[config.mk]
export PLATFORM = sky130hd
export DESIGN_NAME = traffic_timebase
export DESIGN_NICKNAME = d
export VERILOG_FILES = /design/src/rtl/traffic_timebase.sv
export SDC_FILE = /design/constraint.sdc
export NUM_CORES = 1
export LEC_CHECK = 0
export ABC_AREA = 0
export BUFFER_PORTS_ARGS = -buffer_cell sky130_fd_sc_hd__buf_4
export CAP_MARGIN = 5
export CORE_AREA = 2 2 94 96
export CTS_CLUSTER_DIAMETER = 40
export DETAILED_ROUTE_END_ITERATION = 12
export DIE_AREA = 0 0 96 98
export PLACE_DENSITY = 0.63
export SYNTH_ARGS = -nofsm -noshare
export SYNTH_HDL_FRONTEND = slang
export SYNTH_SLANG_ARGS = --single-unit
[constraint.sdc]
create_clock -name clk -period 3.1 [get_ports clk]
set_input_delay 0.62 -clock clk [delete_from_list [all_inputs] [get_ports clk]]
set_output_delay 0.62 -clock clk [all_outputs]
set_load 0.02 [all_outputs]
[src/rtl/traffic_timebase.sv]
// traffic_timebase: 1 s timebase and pedestrian button conditioning for the
// traffic-light controller. A prescaler divides clk down to a one-cycle tick
// every second. A saturating seconds counter drives the short and long phase
// pulses, and the light FSM restarts the count through reset_counter. The raw
// push-button is synchronised, debounced, and turned into a one-cycle press pulse.
module traffic_timebase #(
    parameter int unsigned CLK_FREQ_HZ     = 100_000_000,
    parameter int unsigned SHORT_SEC       = 1,
    parameter int unsigned LONG_SEC        = 10,
    parameter int unsigned DEBOUNCE_CYCLES = 1_000_000
) (
    input  logic       clk,
    input  logic       rst,
    input  logic       reset_counter,
    input  logic       ped_button_raw,
    output logic       pulse_1s,
    output logic       pulse_10s,
    output logic       pedestrian,
    output logic [7:0] sec_elapsed
);

    localparam int unsigned PRE_W = $clog2(CLK_FREQ_HZ);
    localparam int unsigned DB_W  = $clog2(DEBOUNCE_CYCLES + 1);

    localparam logic [PRE_W-1:0] PRE_LAST  = PRE_W'(CLK_FREQ_HZ - 1);
    localparam logic [7:0]       SEC_SAT   = 8'(LONG_SEC);
    localparam logic [8:0]       SHORT_CMP = 9'(SHORT_SEC);
    localparam logic [8:0]       LONG_CMP  = 9'(LONG_SEC);
    localparam logic [DB_W-1:0]  DB_LAST   = DB_W'(DEBOUNCE_CYCLES - 1);

    // ------------------------------------------------------------------
    // Timebase
    // ------------------------------------------------------------------
    logic [PRE_W-1:0] r_presc;
    logic [7:0]       r_sec;
    logic             r_pulse_short;
    logic             r_pulse_long;

    logic             w_tick;
    logic             w_sec_sat;
    logic [8:0]       w_sec_inc;

    // Tick on the last prescaler count; the 9-bit increment keeps the
    // pulse comparisons exact even when the counter sits at 255.
    always_comb begin
        w_tick    = (r_presc == PRE_LAST);
        w_sec_sat = (r_sec == SEC_SAT);
        w_sec_inc = {1'b0, r_sec} + 9'd1;
    end

    // Prescaler: free-running 0..CLK_FREQ_HZ-1, restarted by the FSM.
    always_ff @(posedge clk or posedge rst) begin
        if (rst) begin
            r_presc <= '0;
        end else if (reset_counter || w_tick) begin
            r_presc <= '0;
        end else begin
            r_presc <= r_presc + PRE_W'(1);
        end
    end

    // Seconds counter: advances on each tick and holds once it reaches LONG_SEC.
    always_ff @(posedge clk or posedge rst) begin
        if (rst) begin
            r_sec <= '0;
        end else if (reset_counter) begin
            r_sec <= '0;
        end else if (w_tick && !w_sec_sat) begin
            r_sec <= w_sec_inc[7:0];
        end
    end

    // Phase pulses: registered from the tick that completes the target second.
    // A restart in the same cycle suppresses the pulse.
    always_ff @(posedge clk or posedge rst) begin
        if (rst) begin
            r_pulse_short <= 1'b0;
            r_pulse_long  <= 1'b0;
        end else begin
            r_pulse_short <= w_tick && (w_sec_inc == SHORT_CMP) && !reset_counter;
            r_pulse_long  <= w_tick && (w_sec_inc == LONG_CMP) && !reset_counter;
        end
    end

    // ------------------------------------------------------------------
    // Pedestrian button conditioning
    // ------------------------------------------------------------------
    logic            r_sync1;
    logic            r_sync2;
    logic [DB_W-1:0] r_db_cnt;
    logic            r_db_level;
    logic            r_db_level_q;
    logic            r_ped;

    logic            w_db_diff;
    logic            w_db_done;

    // The synchronised level differs from the accepted level; accept it
    // once it has stayed different for DEBOUNCE_CYCLES consecutive cycles.
    always_comb begin
        w_db_diff = r_sync2 ^ r_db_level;
        w_db_done = w_db_diff && (r_db_cnt == DB_LAST);
    end

    // Two-flop synchroniser for the asynchronous button input.
    always_ff @(posedge clk or posedge rst) begin
        if (rst) begin
            r_sync1 <= 1'b0;
            r_sync2 <= 1'b0;
        end else begin
            r_sync1 <= ped_button_raw;
            r_sync2 <= r_sync1;
        end
    end

    // Stability counter: runs only while the input disagrees with the accepted level.
    always_ff @(posedge clk or posedge rst) begin
        if (rst) begin
            r_db_cnt <= '0;
        end else if (!w_db_diff || w_db_done) begin
            r_db_cnt <= '0;
        end else begin
            r_db_cnt <= r_db_cnt + DB_W'(1);
        end
    end

    // Accepted (debounced) button level.
    always_ff @(posedge clk or posedge rst) begin
        if (rst) begin
            r_db_level <= 1'b0;
        end else if (w_db_done) begin
            r_db_level <= r_sync2;
        end
    end

    // Rising-edge detect on the accepted level gives one pulse per press.
    always_ff @(posedge clk or posedge rst) begin
        if (rst) begin
            r_db_level_q <= 1'b0;
            r_ped        <= 1'b0;
        end else begin
            r_db_level_q <= r_db_level;
            r_ped        <= r_db_level && !r_db_level_q;
        end
    end

    assign pulse_1s    = r_pulse_short;
    assign pulse_10s   = r_pulse_long;
    assign pedestrian  = r_ped;
    assign sec_elapsed = r_sec;

endmodule

==> metrics.md, run 1 <==
| Metric | Value |
|---|---|
| Status | finished clean |
| Clock skew | 0.0105 ns |
| Post-CTS Setup Bufs | 0 |
| Syn Area/Cell | 9.51 um2 |
| Io pins | 15 |
| Power share of the clock group | 47.5% |
| Die H | 98 um |
| Final min period | 2.28 ns |
| Worst setup EP type | flip-flop |
| Crit-path max FO | 19 |
| Vias per cell | 5.55 |
| Clk buf depth | 2 |
| Int Pwr | 1.28 mW |
| Final Cycle Share | 73.6% |
| Final setup TNS | 0 ns |
| DIE AREA | 9410 um2 |
| Core Rows | 34 |
| Pin count of the biggest net entering global routing | 36 |
| Comb pwr share | 3.1% |
| Mapped Area | 3250 um2 |
| Final std cells w/o fill | 467 |
| Global route overflow | 0 |
| Width of the die | 96 um |
| Layout cells sized above 1 | 10.9% |
| 1st-iter DRT viols | 178 |
| Clk Tree Root Cell | clkbuf_8 |
| Sw Share | 22.8% |
| TritonCTS clock tree | yes |
| Yosys warns | 0 |
| Worst path max stage delay | 0.64 ns |
| Worst hold margin | 0.361 ns |
| Asr flop ratio synth | 100% |
| Sequential area share after synthesis | 47.7% |
| Synth unique cells | 37 |
| Sequential power share | 49.4% |
| Total CTS buffers | 9 |
| Clk Latency, worst-skew pair | 0.34 ns |
| Hold Fails Final Rpt | 0 |
| Final WL | 6660 um |
| Cells after synthesis | 342 |
| Worst hold path class | reg2reg |
| Final Slew Violations | 0 |
| WS Path Type | reg2reg |
| Crit start category | flip-flop |
| DR pass1 iterations | 4 |
| CORE AREA | 8470 um2 |
| Lkg Pwr | 1.48 nW |
| CTS Hold Bufs | 0 |
| Routed wire per std cell | 14.3 um |
| RSZ-0062 raised after global routing | false |
| Antenna Cells | 0 |
| Final setup viols | 0 |
| Initial antenna violation count | 0 |
| Antenna Violating Nets Remaining | 0 |
| GRT Total Usage | 15.5% |
| Vias | 2592 |
| Final Power | 1.66 mW |
| Worst slew margin | 49.8% |
| Clock slew at reported path FFs | 0.08 ns |
| Cells after DPL | 451 |
| Layout area overhead | 13.0% |
| H-tree Lvls | 3 |
| Worst EP arrival | 2.51 ns |
| Gp weighted congestion | 0.774 |
| Vias in the first global route | 2510 |
| CP required | 3.32 ns |
| Synth Register Bits | 62 |
| EDFF count, synth | 0 |
| DRC Markers | 0 |
| PD cells | 453 nW/um2 |
| CTS resizes | 0 |
| Worst-Margin Slew | 0.752 ns |
| Port Buffers | 14 |
| CTS Sinks | 62 |
| Layout net count | 364 |
| Post-Syn Nets | 352 |
| Critical-path top delay cell | or3_1 |
| Crit-path cells | ha_1 -> nand4_1 -> or3_1 -> nor4_1 -> mux2_2 |
| Psw | 380 uW |
| VDD IR max | 0.254 mV |
| First-pass GRT wire length | 11600 um |
| Top FF cell, synth | dfrtp_1 |
| Count of max-cap constraint violations | 0 |
| Fmax | 0.438 GHz |
| Final HPWL DP | 4530 um |
| Initial core utilization | 38.4% |
==> layout by cell type, fill, tap and decap left out, types with 5 or more instances in the layout <==
cell type  Yosys  final
nand3_1       18     18
nor2_1        34     34
nor4_1         5      5
and4_1         6      6
nand2_1       19     19
clkbuf_8       0      9
and3_1         9      9
nand4_1       16     16
dfrtp_1       62     62
xor2_1        14     14
xnor2_1       14     14
ha_1           6      6
nor3_1        11     11
or3_1         10     10
a21oi_1       23     23
buf_4          1     18
inv_1         10      9
o21ai_0       11     11
o31ai_1       15     14
or4_1         15     15
==> worst max-delay path: cells and delay by family (launching register included) <==
kind / cells / cell delay, ns
and+or+nand+nor: 3 / 1.20
muxes: 1 / 0.37
DFF: 1 / 0.38
adders and majority gates: 1 / 0.23
==> state kept, by name, summed over array words and instances (netlist names) <==
register      flops
r_db_cnt         20
pedestrian        1
pulse_1s          1
r_db_level        1
r_sync1           1
r_presc          27
r_db_level_q      1
r_sync2           1
sec_elapsed       8
pulse_10s         1
==> metal layers <==
layer	GRT usage, %	vias up	part of all wire, %
li1	-	1283	-
met1	21.0	1278	47
met2	23.7	25	49
met3	4.01	6	2.6
met4	5.82	0	1.4
met5	0	-	0
==> metrics by stage <==
| step | area [um2] | worst slack, ns | utilization, % |
|---|---|---|---|
| floorplan | 3250 | 0.939 | - |
| global placement | 3450 | 0.887 | 40.8 |
| detailed placement | 3450 | 0.845 | 40.8 |
| CTS | 3680 | 0.827 | 43.4 |
| global route | 3680 | 0.672 | 43.4 |
| finish | 3680 | 0.817 | 43.4 |
==> area by class of cell <==
type	count	area, um2
well taps	108	135
fillers	819	4790
flip-flops and latches	62	1550
inverters	10	37.5
clock inverters	7	97.6
multi-input cells	253	1600
clock buffers	9	124
repair buffers	18	135
==> path summary, 6_finish.rpt <==
check	from	to	slack [ns]	depth (start not counted)
max	r_presc[0]	sec_elapsed[7]	0.82	5
min	r_sync1	r_sync2	0.36	0
max reg2reg	r_presc[0]	sec_elapsed[7]	0.82	5
min reg2reg	r_sync1	r_sync2	0.36	0
max in group asynchronous	rst	sec_elapsed[3]	1.99	3
min in group asynchronous	rst	r_db_cnt[5]	0.41	2
==> power by group through the flow <==
stage	Sequential (mW)	Combinational (mW)	Clock [mW]
global route	0.823	0.0594	0.852
floorplan	0.837	0.0349	0
CTS	0.822	0.0528	0.811
global placement	0.838	0.0520	0
finish	0.823	0.0508	0.791
detailed placement	0.838	0.0529	0
==> cells in the mapped netlist (6+ instances only) <==
cell	n	area, um2
xor2_1	14	123
nand4_1	16	100
nand2_1	19	71.3
xnor2_1	14	123
nand3_1	18	90.1
and3_1	9	56.3
nor3_1	11	55.1
o21ai_0	11	55.1
a21oi_1	23	115
inv_1	10	37.5
or4_1	15	113
o31ai_1	15	113
clkbuf_1	11	41.3
nor2_1	34	128
ha_1	6	75.1
and4_1	6	52.6
dfrtp_1	62	1550
or3_1	10	62.6
==> logic make-up after synthesis <==
logic type                 synth area share, %
and+or+nand+nor                           27.8
AOI/OAI and AO/OA                         10.6
muxes                                    0.692
DFF                                       47.7
xor gates and xnor gates                  7.54
buffers and inverters                     3.42
adders and majority gates                 2.31
Power figures use the tool's default switching activity.
==> inputs of run 2 (changes only) <==
--- a/config.mk
+++ b/config.mk
@@ -5,13 +5,13 @@
 export SDC_FILE = /design/constraint.sdc
 export NUM_CORES = 1
 export LEC_CHECK = 0
-export ABC_AREA = 0
+export ABC_AREA = 1
 export BUFFER_PORTS_ARGS = -buffer_cell sky130_fd_sc_hd__buf_4
 export CAP_MARGIN = 5
-export CORE_AREA = 2 2 94 96
+export CORE_AREA = 2 2 99 101
 export CTS_CLUSTER_DIAMETER = 40
 export DETAILED_ROUTE_END_ITERATION = 12
-export DIE_AREA = 0 0 96 98
+export DIE_AREA = 0 0 101 103
 export PLACE_DENSITY = 0.63
 export SYNTH_ARGS = -nofsm -noshare
 export SYNTH_HDL_FRONTEND = slang
==> constraint.sdc (replaced) <==
create_clock -name clk -period 2.25 [get_ports clk]
set_input_delay 0.45 -clock clk [delete_from_list [all_inputs] [get_ports clk]]
set_output_delay 0.45 -clock clk [all_outputs]
set_load 0.02 [all_outputs]
==> run 2 against run 1 <==
Compared with the run above:
- combinational power grew 41%
- wire length grew 15%
- global-route usage grew 0.89 points
- via count grew 22%
- synthesized area grew 11%
- design area grew 11%
- clock skew shrank 0.0032 ns
- synthesized cell count grew 51%
- worst setup slack lost 0.38 ns
- critical path depth grew 4
- critical path type unchanged
- largest cell class unchanged
- largest power group unchanged
==> metrics.md, run 2 <==
| Metric | Value |
|---|---|
| Final Cell Area | 4080 um2 |
| Final WL | 7640 um |
| VDD IR max | 0.472 mV |
| TritonCTS clock tree | yes |
| Asr flop ratio synth | 100% |
| Clock skew | 0.00725 ns |
| Psw | 493 uW |
| Clock slew at reported path FFs | 0.07 ns |
| Top reg by flops | r_presc |
| 1st-iter DRT viols | 139 |
| Commonest non-fill, non-tap cells in the layout | nand2_1, nor2_1, dfrtp_1 |
| Final min period | 1.81 ns |
| Placed inst area | 3870 um2 |
| Crit-path cells | ha_1 -> nand3_2 -> inv_2 -> nand2_4 -> clkinv_2 -> nand2_2 -> o21ai_4 -> buf_4 -> nor2_1 |
| Crit-path max FO | 27 |
| Port Buffers | 14 |
| Vias per cell | 4.84 |
| Final setup TNS | 0 ns |
| WS Path Type | reg2reg |
| Post-CTS Setup Bufs | 0 |
| Vias in the first global route | 2998 |
| GRT Total Usage | 16.4% |
| Sequential area share after synthesis | 42.8% |
| Final setup viols | 0 |
| Crit path setup slack, layout | 0.437 ns |
| Fill cell count | 987 |
| DRC Markers | 0 |
| Post-Syn Nets | 525 |
| Place WS | 0.425 ns |
| Synth cell count leaders | nand2_1, nor2_1, dfrtp_1 |
| CORE AREA | 9460 um2 |
| Global route overflow | 0 |
| Final Slew Violations | 0 |
| Initial antenna violation count | 0 |
| Antenna Cells | 0 |
| Die H | 103 um |
| Routed wire per std cell | 11.6 um |
| Top cells by area, synth | dfrtp_1, nand2_1, nor2_1, nand3_1, inv_1 |
| Most frequent cell after synthesis | nand2_1 |
| Worst slew margin | 66.2% |
| Lkg Pwr | 1.82 nW |
| Top FF cell, synth | dfrtp_1 |
| PD cells | 558 nW/um2 |
| Int Pwr | 1.78 mW |
| Width of the die | 101 um |
| Critical-path top delay cell | dfrtp_1 |
| CP required | 2.48 ns |
| Layout net count | 549 |
| Total CTS buffers | 9 |
| Crit start category | flip-flop |
| Antenna Violating Nets Remaining | 0 |
| Sequential power share | 49.9% |
| DIE AREA | 10400 um2 |
| Syn Area/Cell | 7.04 um2 |
| Final HPWL DP | 5760 um |
| Power share of the clock group | 47.0% |
| Comb pwr share | 3.1% |
| Pin count of the biggest net entering global routing | 44 |
| Mapped Area | 3620 um2 |
| Area fraction of the dominant cell type after synthesis | 42.8% |
| Post-synth top area cell | dfrtp_1 |
| CTS Sinks | 62 |
| Largest register FFs | 27 |
| Worst hold path class | in2async |
| Worst path max stage delay | 0.43 ns |
| Status | finished clean |
| Layout cells sized above 1 | 8.49% |
| DR pass1 iterations | 4 |
| H-tree Lvls | 3 |
| Clk Tree Root Cell | clkbuf_8 |
| FF+latch area | 1550 um2 |
| Worst Setup SP | r_presc[0] |
| Clk buf depth | 2 |
| Yosys warns | 0 |
| Cells after synthesis | 515 |
| Final Cycle Share | 80.6% |
| Worst EP arrival | 2.04 ns |
| Commonest non-fill, non-tap cell in the layout | nand2_1 |
| R2R Path Start | r_presc[0] |
| Worst setup EP type | flip-flop |
| First-pass GRT wire length | 13500 um |
| CTS resizes | 0 |
| RSZ-0062 raised after global routing | false |
| Clk Latency, worst-skew pair | 0.35 ns |
| Layout area overhead | 12.6% |
| EDFF count, synth | 0 |
| Hold Fails Final Rpt | 0 |
| Fmax | 0.552 GHz |
| Synth unique cells | 27 |
| Worst-Margin Slew | 0.503 ns |
| CTS Hold Bufs | 0 |
| Initial core utilization | 38.3% |
| Synth Register Bits | 62 |
| Gp weighted congestion | 0.919 |
| Sw Share | 21.6% |
| Footprint of the multi-input gates | 1810 um2 |
| Vias | 3174 |
| Io pins | 15 |
| Core Rows | 36 |
| Count of max-cap constraint violations | 0 |
[run 2: changes by cell type after synthesis, sizes merged, moves of 9 or more]
| cell | change |
|---|---|
| or3 | -10 |
| inv | +48 |
| o31ai | -15 |
| xnor2 | -9 |
| nand3 | +29 |
| a21oi | -19 |
| clkbuf | -10 |
| nor2 | +96 |
| or4 | -15 |
| nand2 | +122 |
| and3 | -9 |
[run 2: path summary, 6_finish.rpt]
path / endpoint / slack (ns) / cells past startpoint
worst max register to register: r_presc[17] / 0.44 / 9
worst min register to register: r_sync2 / 0.36 / 0
min in group clk: r_sync1 / 0.21 / 1
worst max-delay path: r_presc[17] / 0.44 / 9
worst min-delay path: pulse_1s / 0.11 / 2
max in group asynchronous: r_presc[22] / 1.57 / 3
[run 2: worst max-delay path, delay by kind of cell, from the launching register on]
family / cells / cell delay (ns)
buffers and inverters: 3 / 0.49
flip-flops: 1 / 0.43
AND/OR/NAND/NOR: 4 / 0.40
adder cells (fa/ha/maj): 1 / 0.26
AO/OA/AOI/OAI: 1 / 0.11
[run 2: area by class of cell]
class,instances,area share (%)
tap,114,3.50
clock buffer,10,3.37
timing repair buffer,17,3.44
inverter,59,5.46
sequential,62,38.0
clock inverter,4,1.78
multi-input combinational,390,44.4
[run 2: metrics by stage]
stage	util (%)	total power, mW	hold WS, ns	instances
3_3_place_gp	40.9	1.23	0.344	642
4_1_cts	43.1	2.31	0.110	656
5_1_grt	43.1	2.37	0.133	656
2_1_floorplan	-	1.21	0.331	515
6_report	43.1	2.28	0.106	656
3_5_place_dp	40.9	1.23	0.348	642
[run 2: layer usage]
| metal | routed length [um] | vias to the layer above | global-route usage [%] |
|---|---|---|---|
| li1 | - | 1662 | - |
| met5 | 0 | - | 0 |
| met3 | 289 | 11 | 5.08 |
| met2 | 3550 | 45 | 26.1 |
| met4 | 106 | 0 | 5.72 |
| met1 | 3690 | 1456 | 21.3 |
[run 2: cells by family after synthesis]
group,count (synthesis),share of synthesized area [%]
flip-flops,62,42.8
adder cells (fa/ha/maj),6,2.07
XOR/XNOR,17,4.11
AO/OA/AOI/OAI,11,1.93
buffers and inverters,63,7.18
AND/OR/NAND/NOR,356,41.9
[run 2: power groups by stage]
stage	Combinational (mW)	Sequential (mW)	Clock, mW
after floorplan	0.0559	1.15	0
after global placement	0.0737	1.16	0
after detailed placement	0.0747	1.16	0
after CTS	0.0751	1.14	1.10
after global routing	0.0854	1.14	1.15
final	0.0715	1.14	1.07
==> inputs of run 3 (changes only) <==
--- a/config.mk
+++ b/config.mk
@@ -5,13 +5,13 @@
 export SDC_FILE = /design/constraint.sdc
 export NUM_CORES = 1
 export LEC_CHECK = 0
-export ABC_AREA = 1
+export ABC_AREA = 0
 export BUFFER_PORTS_ARGS = -buffer_cell sky130_fd_sc_hd__buf_4
 export CAP_MARGIN = 5
-export CORE_AREA = 2 2 99 101
+export CORE_AREA = 2 2 94 96
 export CTS_CLUSTER_DIAMETER = 40
 export DETAILED_ROUTE_END_ITERATION = 12
-export DIE_AREA = 0 0 101 103
+export DIE_AREA = 0 0 96 98
 export PLACE_DENSITY = 0.63
 export SYNTH_ARGS = -nofsm -noshare
 export SYNTH_HDL_FRONTEND = slang
==> constraint.sdc (replaced) <==
create_clock -name clk -period 1.8 [get_ports clk]
set_input_delay 0.36 -clock clk [delete_from_list [all_inputs] [get_ports clk]]
set_output_delay 0.36 -clock clk [all_outputs]
set_load 0.02 [all_outputs]
==> run 3 against run 2 <==
Compared with the run above:
- flip-flop and latch count did not move
- wire length fell by 0.12%
- combinational power rose by 79%
- the flow now finishes with violations (setup timing)
- clock skew rose by 0.0056 ns
- hold slack got worse by 0.0033 ns
- worst setup slack got worse by 0.56 ns
- clock power rose by 56%
==> metrics.md, run 3 (synthesis gave the netlist of run 1 again) <==
| Metric | Value |
|---|---|
| Status | finished with violations |
| Failing checks | setup timing |
| First-pass GRT wire length | 12600 um |
| Final min period | 1.92 ns |
| Pin count of the biggest net entering global routing | 63 |
| Worst-Margin Slew | 0.420 ns |
| Place WS | -0.118 ns |
| Commonest non-fill, non-tap cells in the layout | buf_4, dfrtp_1, nor2_1 |
| Final Slew Violations | 0 |
| Footprint of the multi-input gates | 1740 um2 |
| Core Rows | 34 |
| Final core utilization | 52.6% |
| Final HPWL DP | 4800 um |
| Width of the die | 96 um |
| Port Buffers | 14 |
| Crit path setup slack, layout | -0.122 ns |
| R2R Path Start | r_presc[10] |
| Final setup viols | 32 |
| Io pins | 15 |
| CP required | 2.06 ns |
| Fill cell count | 719 |
| Gp weighted congestion | 0.800 |
| DR pass1 iterations | 4 |
| Total CTS buffers | 9 |
| Hold Fails Final Rpt | 0 |
| DIE AREA | 9410 um2 |
| CTS Sinks | 62 |
| DRC Markers | 0 |
| Crit start category | flip-flop |
| RSZ-0062 raised after global routing | true |
| Count of max-cap constraint violations | 0 |
| Lkg Pwr | 1.90 nW |
| Largest register FFs | 27 |
| H-tree Lvls | 3 |
| VDD IR max | 0.379 mV |
| Vias | 2878 |
| Die H | 98 um |
| Global route overflow | 0 |
| Crit-path max FO | 9 |
| Layout net count | 429 |
| Vias in the first global route | 2806 |
| Sequential power share | 44.1% |
| Clock slew at reported path FFs | 0.07 ns |
| CORE AREA | 8470 um2 |
| Fmax | 0.520 GHz |
| Clock skew | 0.0129 ns |
| Final Power | 3.21 mW |
| Top reg by flops | r_presc |
| Layout area overhead | 36.8% |
| Initial antenna violation count | 0 |
| Worst path bufs/invs | 2 |
| Antenna Cells | 0 |
| Critical-path top delay cell | or4_1 |
| Delay-heaviest family, CP | simple AND/OR/NAND/NOR gates |
| Clk buf depth | 2 |
| Worst path max stage delay | 0.50 ns |
| Comb pwr share | 4.0% |
| CTS Hold Bufs | 0 |
| Clk Tree Root Cell | clkbuf_8 |
| Clk Latency, worst-skew pair | 0.35 ns |
| Final Cycle Share | 107% |
| Final setup TNS | -2.39 ns |
| TritonCTS clock tree | yes |
| Vias per cell | 5.41 |
| Worst setup EP type | flip-flop |
| Worst hold path class | in2async |
| RR Endpoint | r_presc[25] |
| Final WL | 7630 um |
| Worst slew margin | 71.8% |
| Worst hold margin | 0.103 ns |
| Psw | 684 uW |
| PD cells | 721 nW/um2 |
| Sw Share | 21.3% |
| Commonest non-fill, non-tap cell in the layout | buf_4 |
| GRT Total Usage | 16.9% |
| Crit-path cells | nand4_1 -> or4_1 -> buf_6 -> buf_4 -> or3_1 -> a21oi_1 |
| Layout cells sized above 1 | 30.9% |
| FF+latch area | 1550 um2 |
| Int Pwr | 2.52 mW |
| Initial core utilization | 38.4% |
| Worst Reg-to-Reg Cells | 6 |
| Antenna Violating Nets Remaining | 0 |
| WS Path Type | reg2reg |
| Routed wire per std cell | 14.3 um |
| R2R Setup Slk | -0.12 ns |
| Power share of the clock group | 51.9% |
| 1st-iter DRT viols | 75 |
| Worst EP arrival | 2.19 ns |
-- run 3: cell types whose count changed in the layout (fill, tap and decap cells not counted), moves of 8 or more --
cell / previous run / this run
and3_1: 0 / 9
nand3_1: 45 / 18
a21oi_2: 0 / 8
o31ai_1: 0 / 13
nor2_1: 127 / 34
or4_1: 0 / 12
a21oi_1: 4 / 15
buf_4: 16 / 72
nand2_1: 138 / 19
inv_1: 55 / 9
xnor2_1: 5 / 14
-- run 3: power groups by stage --
stage,registers (mW),logic [mW],clock network (mW)
floorplan,1.44,0.0615,0
global placement,1.44,0.112,0
detailed placement,1.44,0.114,0
CTS,1.41,0.114,1.70
global route,1.42,0.145,1.76
finish,1.41,0.128,1.67
-- run 3: worst max path at each step --
stage,start,endpoint,cells past startpoint
floorplan,r_presc[0],sec_elapsed[7],6
global placement,r_presc[1],sec_elapsed[7],6
detailed placement,r_presc[1],sec_elapsed[7],6
CTS,r_presc[10],r_presc[23],5
global route,r_presc[10],r_presc[19],6
finish,r_presc[10],r_presc[25],6
-- run 3: through the flow --
step | instances | area, um2
final | 532 | 4450
after detailed placement | 500 | 3870
after global routing | 532 | 4450
after CTS | 526 | 4280
after global placement | 500 | 3870
after floorplan | 342 | 3280
-- run 3: layout make-up --
class                   instances  area share, %
multi-input cells             253           39.0
inverters                      10          0.928
flip-flops and latches         62           34.9
well taps                     108           3.04
clock inverters                 7           3.29
clock buffers                   9           2.78
repair buffers                 83           16.1
-- run 3: worst register-to-register path: cells and delay by family, from the launching register on --
family / cells / cell delay, ns
compound gates: 1 / 0.16
buf+inv: 2 / 0.30
flops: 1 / 0.42
simple gates: 3 / 0.98
-- run 3: timing repair --
| action | 4_1_cts | 5_1_grt |
|---|---|---|
| pin swaps | 4 | 5 |
| cloned | 1 | 2 |
| buffers inserted | 9 | 4 |
| setup endpoints to repair | 34 | 50 |
| resized for setup | 9 | 25 |
-- run 3: per-layer routing --
metal  part of all wire [%]  track usage, %
met5                      0               0
met4                    1.4            6.70
met3                    2.6            4.09
met2                     48            26.7
met1                     48            22.3
